[src/rtl/dm_cache.sv]
// Direct-mapped, write-through / no-write-allocate cache with one word per line.
// Writes retire to RAM through a FIFO write buffer that drains ahead of any line fill.
module dm_cache #(
  parameter int INDEX_W    = 4,
  parameter int WBUF_DEPTH = 4
) (
  input  logic        clk,
  input  logic        rst,
  input  logic        req_ce,
  input  logic        req_we,
  input  logic [3:0]  req_sel,
  input  logic [31:0] req_addr,
  input  logic [31:0] req_wdata,
  output logic [31:0] req_rdata,
  output logic        stallreq,
  input  logic        flush,
  output logic        ram_ce,
  output logic        ram_we,
  output logic [3:0]  ram_sel,
  output logic [31:0] ram_addr,
  output logic [31:0] ram_wdata,
  input  logic [31:0] ram_rdata,
  input  logic        ram_ready
);

  localparam int LINES = 1 << INDEX_W;
  localparam int TAG_W = 30 - INDEX_W;
  localparam int PTR_W = (WBUF_DEPTH > 1) ? $clog2(WBUF_DEPTH) : 1;

  localparam logic [1:0] IDLE  = 2'd0;
  localparam logic [1:0] DRAIN = 2'd1;
  localparam logic [1:0] FILL  = 2'd2;

  logic [1:0]         state, state_nxt;
  logic [LINES-1:0]   valid;
  logic [TAG_W-1:0]   tag_mem  [LINES];
  logic [31:0]        data_mem [LINES];
  logic [29:0]        wb_addr  [WBUF_DEPTH];
  logic [3:0]         wb_sel   [WBUF_DEPTH];
  logic [31:0]        wb_data  [WBUF_DEPTH];
  logic [PTR_W-1:0]   wr_ptr, rd_ptr;
  logic [PTR_W:0]     count;

  logic [INDEX_W-1:0] index;
  logic [TAG_W-1:0]   tag;
  logic hit, rd_req, wr_req, wb_empty, wb_full, pop, push, fill_done;
  logic unused_addr_lsb;

  assign unused_addr_lsb = ^req_addr[1:0];
  assign index     = req_addr[INDEX_W+1:2];
  assign tag       = req_addr[31:INDEX_W+2];
  assign hit       = req_ce & valid[index] & (tag_mem[index] == tag);
  assign rd_req    = req_ce & ~req_we;
  assign wr_req    = req_ce & req_we;
  assign wb_empty  = (count == '0);
  assign wb_full   = (count == (PTR_W+1)'(WBUF_DEPTH));
  assign pop       = ~rst & (state == DRAIN) & ram_ready;
  assign fill_done = ~rst & (state == FILL) & ram_ready;
  // A full buffer still takes a write in the cycle its head retires.
  assign push      = ~rst & wr_req & ~(wb_full & ~pop);

  always_comb begin
    stallreq  = 1'b0;
    req_rdata = '0;
    if (!rst && req_ce) begin
      if (req_we) begin
        stallreq = wb_full & ~pop;
      end else begin
        stallreq = ~hit & ~fill_done;
        if (hit)            req_rdata = data_mem[index];
        else if (fill_done) req_rdata = ram_rdata;
      end
    end
  end

  always_comb begin
    ram_ce    = 1'b0;
    ram_we    = 1'b0;
    ram_sel   = '0;
    ram_addr  = '0;
    ram_wdata = '0;
    if (!rst) begin
      if (state == DRAIN) begin
        ram_ce    = 1'b1;
        ram_we    = 1'b1;
        ram_sel   = wb_sel[rd_ptr];
        ram_addr  = {wb_addr[rd_ptr], 2'b00};
        ram_wdata = wb_data[rd_ptr];
      end else if (state == FILL) begin
        ram_ce    = 1'b1;
        ram_sel   = 4'b1111;
        ram_addr  = {req_addr[31:2], 2'b00};
      end
    end
  end

  // Pending writes always go out before a fill so RAM sees program order.
  always_comb begin
    state_nxt = state;
    case (state)
      IDLE: begin
        if (rd_req && !hit && wb_empty) state_nxt = FILL;
        else if (!wb_empty)             state_nxt = DRAIN;
      end
      DRAIN:   if (ram_ready) state_nxt = IDLE;
      FILL:    if (ram_ready) state_nxt = IDLE;
      default: state_nxt = IDLE;
    endcase
  end

  always_ff @(posedge clk) begin
    if (rst) begin
      state  <= IDLE;
      valid  <= '0;
      wr_ptr <= '0;
      rd_ptr <= '0;
      count  <= '0;
    end else begin
      state <= state_nxt;
      if (flush)          valid        <= '0;
      else if (fill_done) valid[index] <= 1'b1;
      if (push) wr_ptr <= wr_ptr + PTR_W'(1);
      if (pop)  rd_ptr <= rd_ptr + PTR_W'(1);
      if (push && !pop)      count <= count + (PTR_W+1)'(1);
      else if (pop && !push) count <= count - (PTR_W+1)'(1);
    end
  end

  always_ff @(posedge clk) begin
    if (fill_done) begin
      tag_mem[index]  <= tag;
      data_mem[index] <= ram_rdata;
    end else if (push && hit) begin
      for (int b = 0; b < 4; b++)
        if (req_sel[b]) data_mem[index][8*b +: 8] <= req_wdata[8*b +: 8];
    end
    if (push) begin
      wb_addr[wr_ptr] <= req_addr[31:2];
      wb_sel[wr_ptr]  <= req_sel;
      wb_data[wr_ptr] <= req_wdata;
    end
  end

endmodule

[config.mk]
export PLATFORM = sky130hd
export DESIGN_NAME = dm_cache
export DESIGN_NICKNAME = d
export VERILOG_FILES = /design/src/rtl/dm_cache.sv
export SDC_FILE = /design/constraint.sdc
export NUM_CORES = 1
export LEC_CHECK = 0
export BUFFER_PORTS_ARGS = -buffer_cell sky130_fd_sc_hd__buf_4
export CAP_MARGIN = 20
export CORE_AREA = 3 3 483 342
export DETAILED_ROUTE_END_ITERATION = 7
export DIE_AREA = 0 0 486 345
export GPL_TIMING_DRIVEN = 0
export PLACE_DENSITY_LB_ADDON = 0.3
export SETUP_SLACK_MARGIN = 0.02
export SYNTH_ARGS = -nofsm -noshare
export SYNTH_HDL_FRONTEND = slang
export SYNTH_SLANG_ARGS = --single-unit
[constraint.sdc]
create_clock -name clk -period 9.2 [get_ports clk]
set_clock_uncertainty 0.15 [all_clocks]
set_input_delay 0.46 -clock clk [delete_from_list [all_inputs] [get_ports clk]]
set_output_delay 0.46 -clock clk [all_outputs]
set_load 0.01 [all_outputs]
After elaboration in Yosys (flattened, before gate mapping)
Memories as Yosys holds them, arrays and structs flattened. A register that Yosys moved wholly into a read port is not among the register bits.
Index checks and enable logic that the tools add are counted.
Storage, ports and cells
  bits in registers: 25
  RAM bits: 1192
  memories kept: 5
  input port bits: 106
  output and inout bits: 103
  word-level logic and storage cells: 121
Operators by class
  $lt $le $gt $ge: 2
  bitwise gates (word level): 23
  eq/ne operators: 6
  add/subtract/negate cells: 4
  mux-type cells: 59
  reductions and logical operators: 17
Memory list
  data_mem: words 16, bits a word 32, read ports 1, clocked after memory_dff 0, wr ports 1, line 37  | logic [31:0] data_mem [LINES];
  tag_mem: words 16, bits a word 26, read ports 1, clocked after memory_dff 0, wr ports 1, line 36  | logic [TAG_W-1:0] tag_mem [LINES];
  wb_data: words 4, bits a word 32, read ports 1, clocked after memory_dff 1, wr ports 1, line 40  | logic [31:0] wb_data [WBUF_DEPTH];
  wb_addr: words 4, bits a word 30, read ports 1, clocked after memory_dff 1, wr ports 1, line 38  | logic [29:0] wb_addr [WBUF_DEPTH];
  wb_sel: words 4, bits a word 4, read ports 1, clocked after memory_dff 1, wr ports 1, line 39  | logic [3:0] wb_sel [WBUF_DEPTH];
Operator list (count)
  32-bit two-way mux: 9
  8-bit two-way mux: 4
  1-bit two-way mux: 29
  26-bit == test: 1
  2-bit two-way mux: 9
  16-bit OR: 1
  1-bit bitwise AND: 12
  4-bit two-way mux: 3
  1-bit logical AND: 7
  3-bit two-way mux: 2
  1-bit inverter: 6
  4-bit by 5-bit less-than comparator with 1-bit output, second input constant: 1
  2-bit by 1-bit adder with 2-bit output, second input constant: 2
  1-bit binary-select mux with 4-bit select: 1
  1-bit demux with 4-bit select: 1
  4-bit by 1-bit >= comparator with 1-bit output, second input constant: 1
  1-bit logical NOT: 4
  1-bit OR: 4
  2-bit case mux with 2 select lines: 1
  2-bit OR reduction: 2
  3-bit by 1-bit adder with 3-bit output, second input constant: 1
  3-bit == test, second input constant: 1
  3-bit logical NOT: 1
  3-bit != test, second input constant: 1
  other kinds (7): 7

Depth between registers and ports, before layout
Gate-level depths: netlist of the first run.
  depth in word-level cells: 12
  mapped depth: 17

Least setup slack after synthesis of the first run
OpenSTA, ideal clock, no wires.
  path type: input to register
  start point: input req_addr[2]
  end point: memory data_mem[11][0] (enable)
  data arrival time: 3749 ps
  library setup time: 370 ps
  required time: 8680 ps
  stages: 14
  path buffers: 5
  setup slack: 4931 ps
  cell sequence: clkbuf_2 buf_4 buf_2 mux4_2 a22oi_1 o21ai_0 xnor2_1 nand4_1 a2111oi_1 o211ai_1 buf_6 o31a_1 clkbuf_1 nor2_1
On the way
  cells in the longest elaborated chain, start to end: 9
Ends and longest elaborated chain
  start, declared: line 12  | input logic [31:0] req_addr,
  branches (longest 9 deep; another with memory read 16 x 26 bit)
  end, declared: line 37
Several ways; the timed one is not identified. The select of a mux whose other input is x is not followed.

Worst setup path in the final report of the first run
  start point: input req_addr[3]
  end point: output req_rdata[25]
On the way
  cells in the longest elaborated chain, start to end: 7
Ends and longest elaborated chain
  branches (longest 4 deep; another with memory read 16 x 26 bit)
  32-bit two-way mux (*): line 70  | if (hit) req_rdata = data_mem[index];
  32-bit two-way mux (*): line 66  | if (req_we) begin
  32-bit two-way mux (*): line 65  | if (!rst && req_ce) begin
  end, declared: line 14  | output logic [31:0] req_rdata,
Mark *: on every way between the ends. The select of a mux whose other input is x is not followed.

==> results.json, run 1 <==
{
  "setup_total_negative_slack_ns": 0,
  "ant_nets": 0,
  "drtPass1Iterations": 5,
  "timing.max_cap.violations": 0,
  "port_buffers": 203,
  "synth_area_um2": 48100,
  "timing.final.crit_share_pct": 84.2,
  "postSynthCellCount": 2260,
  "synth.top_cells.by_area": "edfxtp_1 (74%), mux4_2 (15%), dfxtp_1 (1.1%)",
  "power_density_of_the_placed_cells_nw_per_um2": 208,
  "via_per_inst": 5.05,
  "overflow": 0,
  "crit_path_start_kind": "input pin",
  "synth_area_per_cell_um2": 21.3,
  "fp.dieH_um": 345,
  "htreeDepth": 4,
  "crit_chain": "dlygate4sd3_1 > buf_4 > buf_2 > buf_2 > buf_2 > mux4_2 > mux2i_1 > a221oi_1 > nand4b_1 > nor2_1 > o211ai_1 > buf_6 > clkbuf_1 > clkbuf_1 > nand3_1 > a21oi_1 > buf_4",
  "min-delay-path-class": "in -> reg",
  "layout-drive-gt1-share_pct": 30.5,
  "placedInstanceArea_um2": 53100,
  "slew_of_the_pin_with_the_lowest_slew_margin_ns": 1.14,
  "setup_viol_count_final": 0,
  "fmax_mhz": 129,
  "final_hold_viol_count": 0,
  "run_status": "complete, no violations",
  "chipWidth_um": 486,
  "type_of_destination_of_the_critical_path": "output port",
  "crit_path_start": "req_addr[3]",
  "num-fill-cells": 14757,
  "cts_tree": "built",
  "routed_wirelength_um": 140000,
  "maximum_number_of_pins_on_one_net_before_global_route_repair": 46,
  "synth_top_cell_by_area": "edfxtp_1",
  "timing.hold.ws_ns": 0.121,
  "dr.first_iter.drc_count": 2768,
  "synth.top_cell.area_share_pct": 74.4,
  "core_area_um2": 161000,
  "vias_in_the_first_global_route": 25063,
  "layout_commonest_cell": "edfxtp_1",
  "cp_common_cell": "buf_2",
  "design_area_um2": 58100,
  "clock_latency_ns": 0.75,
  "vias_post_dr": 24981,
  "max_stage_delay_ns": 0.76,
  "cts_sinks": 1219,
  "vdd_ir_drop_max_mv": 0.194,
  "drc_errors": 0,
  "post_drt_wl_per_cell_um": 28.2,
  "final.min_clock_period_ns": 7.74,
  "path_clk_slew_ns": 0.06,
  "yosys.cell_types.count": 61,
  "worst-setup-path-type": "in -> out",
  "gp_congestion": 0.798,
  "floorplan.rows": 123,
  "tritoncts.num_buffers": 130,
  "finish.utilization_pct": 36.2,
  "postCtsResizedCells": 0,
  "critPathMaxFanout": 10,
  "floorplan.initialDensity_pct": 30.0,
  "synthesis.yosys.warnings": 0,
  "synth_top_flop_cell": "edfxtp_1",
  "clock_tree.root_cell": "clkbuf_16",
  "critPathArrivalTime_ns": 7.13,
  "antenna_found_initial": 19,
  "most-common-layout-cells": "edfxtp_1 (1192), mux4_2 (321), buf_4 (219), clkbuf_16 (134), clkbuf_1 (89)",
  "timing.slew.headroom_pct": 23.9,
  "number_of_enable_type_register_cells_in_the_synthesized_netlist": 1192,
  "hold_start": "ram_rdata[15]",
  "static-leakage-power_nw": 18.3,
  "areaGrowthSynthToFinish_pct": 20.8,
  "synth-seq-area-share_pct": 75.5,
  "critical-path-slowest-cell": "clkbuf_1",
  "critPathRequiredTime_ns": 8.59,
  "grt_pass1_wl_um": 197000,
  "worst_r2r_startpoint": "tag_mem[2][3]",
  "final_max_slew_viol_count": 0,
  "globalRouteTotalUtil_pct": 16.5,
  "dpl.hpwl_um": 95000,
  "design.final.nets": 2830,
  "unrepaired_setup_endpoints_after_global_routing": "no",
  "clk_path_buf_depth": 3,
  "io_pins": 209,
  "synth-async-reset-ratio_pct": 0,
  "synth.ff_latch_count": 1219,
  "fp.dieArea_um2": 168000
}
metrics by stage:
step | worst slack (ns) | power (mW) | std cells
finish | 1.46 | 12.1 | 4949
global route | 1.23 | 12.5 | 4942
CTS | 1.47 | 12.2 | 4930
detailed placement | 2.18 | 7.02 | 4628
global placement | 1.16 | 7.00 | 4589
floorplan | 4.93 | 6.65 | 2261
cell type report:
cell class / instances / area, um2 / share of cell area (%)
Multi-Input combinational cell: 898 / 11300 / 19.5
Clock buffer: 156 / 3480 / 5.98
Inverter: 19 / 71.3 / 0.123
Buffer: 125 / 563 / 0.968
Clock inverter: 78 / 692 / 1.19
Antenna cell: 7 / 17.5 / 0.0301
Timing Repair Buffer: 322 / 3010 / 5.18
Sequential cell: 1219 / 36300 / 62.5
Tap cell: 2125 / 2660 / 4.57
registers in the layout, summed over array words and instances (netlist names), named ones only:
| signal | count |
|---|---|
| wb_addr | 120 |
| tag_mem | 416 |
| wb_data | 128 |
| count | 3 |
| rd_ptr | 2 |
| valid | 16 |
| wr_ptr | 2 |
| data_mem | 512 |
| wb_sel | 16 |
| state | 2 |
power breakdown:
part,internal [mW],switching [mW]
Clock,2.98,2.18
Sequential,6.12,0.00970
Combinational,0.323,0.471
Total,9.43,2.66
kinds of logic after synthesis:
family	synth area share, %
flops	75.5
mux	16.9
simple gates	3.13
compound gates	2.45
buf+inv	1.31
xor+xnor	0.509
fa+ha+maj	0.250
other cells	0.00779
critical path: cells and delay by family:
family	cells	cell delay, ns
compound gates	3	1.56
buf+inv	9	3.82
mux	2	0.79
simple gates	3	0.47
synth_stat cells (all sizes together), types with 2 or more instances:
library cell  count
nand3            42
o221ai            2
buf              51
a21oi            40
o21a             16
nor2b            13
clkinv            2
o21ai            13
nand2b           37
o211ai            4
or3               2
mux2             43
nor4              8
mux2i            38
and3b             2
a31oi             4
o31a              6
dfxtp            27
a22o             36
nand4             4
nor2             99
ha                8
nand3b            2
edfxtp         1192
o32ai             2
a22oi             9
clkbuf           74
a211oi            5
nor3              7
nand2            32
inv              17
xor2              8
and2             38
a221oi            5
o22ai             8
a21boi            2
a21o              6
xnor2            20
mux4            322
metal layers:
metal	routed length (um)	share of wire, %	track usage (%)	vias to the layer above
met4	2910	2.1	4.27	4
li1	-	-	-	10334
met3	11200	8.0	3.63	158
met5	27	0.019	0	-
met2	60600	43	23.6	1013
met1	65000	47	25.2	13472
worst paths after layout:
| check | end | slack (ns) | cells past startpoint |
|---|---|---|---|
| worst max-delay path | req_rdata[25] | 1.46 | 17 |
| worst min-delay path | data_mem[10][15] | 0.12 | 2 |
| worst max register to register | data_mem[3][6] | 3.87 | 11 |
| worst min register to register | valid[14] | 0.31 | 1 |
timing repair:
item / CTS / global route
hold buffers: 68 / 0
hold endpoints to repair: 675 / 0
buffers inserted: 0 / 0
endpoints found under the setup margin: 0 / 0
Power figures use the tool's default switching activity.
==> inputs of run 2 (changes only) <==
--- a/config.mk
+++ b/config.mk
@@ -5,11 +5,12 @@
 export SDC_FILE = /design/constraint.sdc
 export NUM_CORES = 1
 export LEC_CHECK = 0
+export ABC_AREA = 1
 export BUFFER_PORTS_ARGS = -buffer_cell sky130_fd_sc_hd__buf_4
 export CAP_MARGIN = 20
-export CORE_AREA = 3 3 483 342
+export CORE_AREA = 3 3 486 344
 export DETAILED_ROUTE_END_ITERATION = 7
-export DIE_AREA = 0 0 486 345
+export DIE_AREA = 0 0 489 347
 export GPL_TIMING_DRIVEN = 0
 export PLACE_DENSITY_LB_ADDON = 0.3
 export SETUP_SLACK_MARGIN = 0.02
==> constraint.sdc (replaced) <==
create_clock -name clk -period 6.7 [get_ports clk]
set_clock_uncertainty 0.15 [all_clocks]
set_input_delay 0.335 -clock clk [delete_from_list [all_inputs] [get_ports clk]]
set_output_delay 0.335 -clock clk [all_outputs]
set_load 0.01 [all_outputs]
==> run 2 against run 1 <==
Clock-buffer cell count increased by 13. First-iteration DRC count is 70% higher. Flip-flop and latch count did not move. Critical path type unchanged. Highest routed layer unchanged.
==> results.json, run 2 <==
{
  "design.final.nets": 4557,
  "cts_setup_buffers": 0,
  "drtPass1Iterations": 6,
  "antenna_found_initial": 13,
  "dpl.cell_count": 6378,
  "gp_congestion": 0.910,
  "io_pins": 209,
  "layout_commonest_cell": "edfxtp_1",
  "critPathArrivalTime_ns": 5.41,
  "worstHoldPathCells": 2,
  "final_max_slew_viol_count": 0,
  "routed_wirelength_um": 170000,
  "whs_endpoint": "state[0]",
  "port_buffers": 203,
  "use_met2_pct": 28.0,
  "synthesis.yosys.warnings": 0,
  "htreeDepth": 4,
  "maximum_number_of_pins_on_one_net_before_global_route_repair": 28,
  "timing.final.crit_share_pct": 87.9,
  "biggestRegsByFlops": "data_mem: 512 flops, tag_mem: 416 flops, wb_data: 128 flops",
  "p_int_mw": 12.8,
  "fin_total_pwr_mw": 16.7,
  "synth-async-reset-ratio_pct": 0,
  "clock_latency_ns": 0.76,
  "slew_of_the_pin_with_the_lowest_slew_margin_ns": 1.19,
  "synth.ff_latch_count": 1219,
  "clk_path_buf_depth": 3,
  "globalRouteTotalUtil_pct": 19.5,
  "path_clk_slew_ns": 0.06,
  "synth.top_cells.by_area": "edfxtp_1 (74%), nand2_1 (9.1%), o22ai_1 (3.6%)",
  "postCtsResizedCells": 0,
  "vias_in_the_first_global_route": 32170,
  "cts_tree": "built",
  "grt_pass1_wl_um": 238000,
  "power.share.switching_pct": 23.3,
  "layout-drive-gt1-share_pct": 11.4,
  "synth_area_um2": 48700,
  "synth.top_cell.area_share_pct": 73.5,
  "num-fill-cells": 15868,
  "worst-setup-path-type": "in -> out",
  "critPathRequiredTime_ns": 6.21,
  "dpl.hpwl_um": 118000,
  "final_hold_viol_count": 0,
  "static-leakage-power_nw": 20.5,
  "clock_tree.root_cell": "clkbuf_16",
  "power_switching_mw": 3.89,
  "most-common-layout-cells": "edfxtp_1 (1192), nand2_1 (1179), nor2_1 (390), o21ai_0 (300), o22ai_1 (283)",
  "ant_nets": 0,
  "synth_top_flop_cell": "edfxtp_1",
  "timing.max_cap.violations": 0,
  "synth_area_per_cell_um2": 12.2,
  "critPathMaxFanout": 10,
  "finish.utilization_pct": 36.0,
  "number_of_enable_type_register_cells_in_the_synthesized_netlist": 1192,
  "vdd_ir_drop_max_mv": 0.181,
  "post_drt_wl_per_cell_um": 25.4,
  "fp.dieArea_um2": 170000,
  "worst_r2r_startpoint": "state[1]",
  "crit_path_start_kind": "input pin",
  "regMostFlops": "data_mem",
  "type_of_destination_of_the_critical_path": "output port",
  "busiest_layer": "met1",
  "core_area_um2": 163000,
  "postSynthCellCount": 4003,
  "stdcell_count": 6687,
  "tritoncts.num_buffers": 133,
  "dr.first_iter.drc_count": 4713,
  "synth_top_cell_by_area": "edfxtp_1",
  "multi_input_area_um2": 11200,
  "floorplan.initialDensity_pct": 29.9,
  "met1_grt_util_pct": 29.0,
  "gr-usage-met3_pct": 4.56,
  "via_per_inst": 5.18,
  "vias_post_dr": 34619,
  "drc_errors": 0,
  "unrepaired_setup_endpoints_after_global_routing": "no",
  "synth_top_cells_by_count": "edfxtp_1 (1192), nand2_1 (1179), nor2_1 (410), o21ai_0 (300), o22ai_1 (283)",
  "setup_viol_count_final": 0,
  "synth-seq-area-share_pct": 74.6,
  "timing.rr.end": "data_mem[14][29]",
  "hold_start": "rst",
  "largest_reg_flops": 512,
  "chipWidth_um": 489,
  "power_density_of_the_placed_cells_nw_per_um2": 285,
  "yosys.cell_types.count": 36,
  "crit_path_start": "req_addr[4]",
  "power_frac_clock_pct": 42.5,
  "overflow": 0,
  "cts_sinks": 1219,
  "areaGrowthSynthToFinish_pct": 20.2,
  "p_comb_share_pct": 7.1,
  "final.min_clock_period_ns": 5.89,
  "fp.dieH_um": 347,
  "fmax_mhz": 170,
  "register_area_um2": 36300,
  "min-delay-path-class": "in -> reg",
  "run_status": "complete, no violations",
  "reg2regPathDepth": 11,
  "timing.slew.headroom_pct": 20.3,
  "seq_power_share_pct": 50.4,
  "timing.reg2reg.setup_slack_ns": 1.83,
  "synthMostInstantiatedCell": "edfxtp_1",
  "floorplan.rows": 124
}
==> run 2: final cells by class <==
| type | count | share of cell area, % |
|---|---|---|
| Clock inverter | 66 | 0.979 |
| Inverter | 86 | 0.556 |
| Antenna cell | 3 | 0.0128 |
| Multi-Input combinational cell | 2470 | 19.1 |
| Timing Repair Buffer | 303 | 4.88 |
| Tap cell | 2142 | 4.58 |
| Buffer | 229 | 1.70 |
| Sequential cell | 1219 | 62.1 |
| Clock buffer | 169 | 6.11 |
==> run 2: cell families after synthesis <==
family,share of synthesized area (%)
simple gates,14.3
flops,74.6
compound gates,8.07
buf+inv,2.71
fa+ha+maj,0.247
other cells,0.00770
==> run 2: timing repair <==
| item | 4_1_cts | 5_1_grt |
|---|---|---|
| hold endpoints to repair | 684 | 0 |
| endpoints found under the setup margin | 0 | 0 |
| hold buffers | 70 | 0 |
==> run 2: power groups by stage <==
stage          registers [mW]  clock network [mW]  logic, mW
2_1_floorplan            8.58                   0      0.523
3_3_place_gp             8.58                   0       1.10
3_5_place_dp             8.58                   0       1.12
4_1_cts                  8.42                7.16       1.16
5_1_grt                  8.42                7.47       1.27
6_report                 8.42                7.09       1.19
==> run 2: metal layers <==
layer / wire (um) / part of all wire (%) / vias up
met1: 74300 / 44 / 17249
met5: 27 / 0.016 / -
met2: 71400 / 42 / 1871
met3: 18800 / 11 / 268
met4: 5020 / 3.0 / 4
li1: - / - / 15227
==> run 2: per-stage QoR <==
step	hold WS [ns]	worst slack [ns]	setup TNS [ns]	instance area [um2]
floorplan	0.284	1.70	0	48700
global placement	0.301	-1.60	-407.12	52900
detailed placement	0.308	1.05	0	53700
CTS	0.0354	0.906	0	58500
global route	0.0594	0.693	0	58500
finish	0.0616	0.809	0	58500
==> run 2: how the worst max path moves through the flow <==
stage / depth (start not counted) / endpoint
2_1_floorplan: 8 / wb_addr[0][0]
5_1_grt: 16 / req_rdata[5]
4_1_cts: 16 / req_rdata[5]
6_report: 16 / req_rdata[5]
3_3_place_gp: 8 / wb_data[3][25]
3_5_place_dp: 14 / data_mem[11][29]
==> run 2: worst max-delay path, stage by stage <==
cell	delay (ns)
dlygate4sd3_1	0.54
buf_4	0.19
inv_1	0.07
nor2_1	0.78
clkbuf_1	0.74
nand2_1	0.12
nand2_1	0.22
o21ai_0	0.13
nand2_1	0.15
nor3b_1	0.25
nand3_1	0.31
nor2_4	0.32
buf_2	0.36
a21oi_1	0.09
nor2_1	0.52
buf_4	0.24
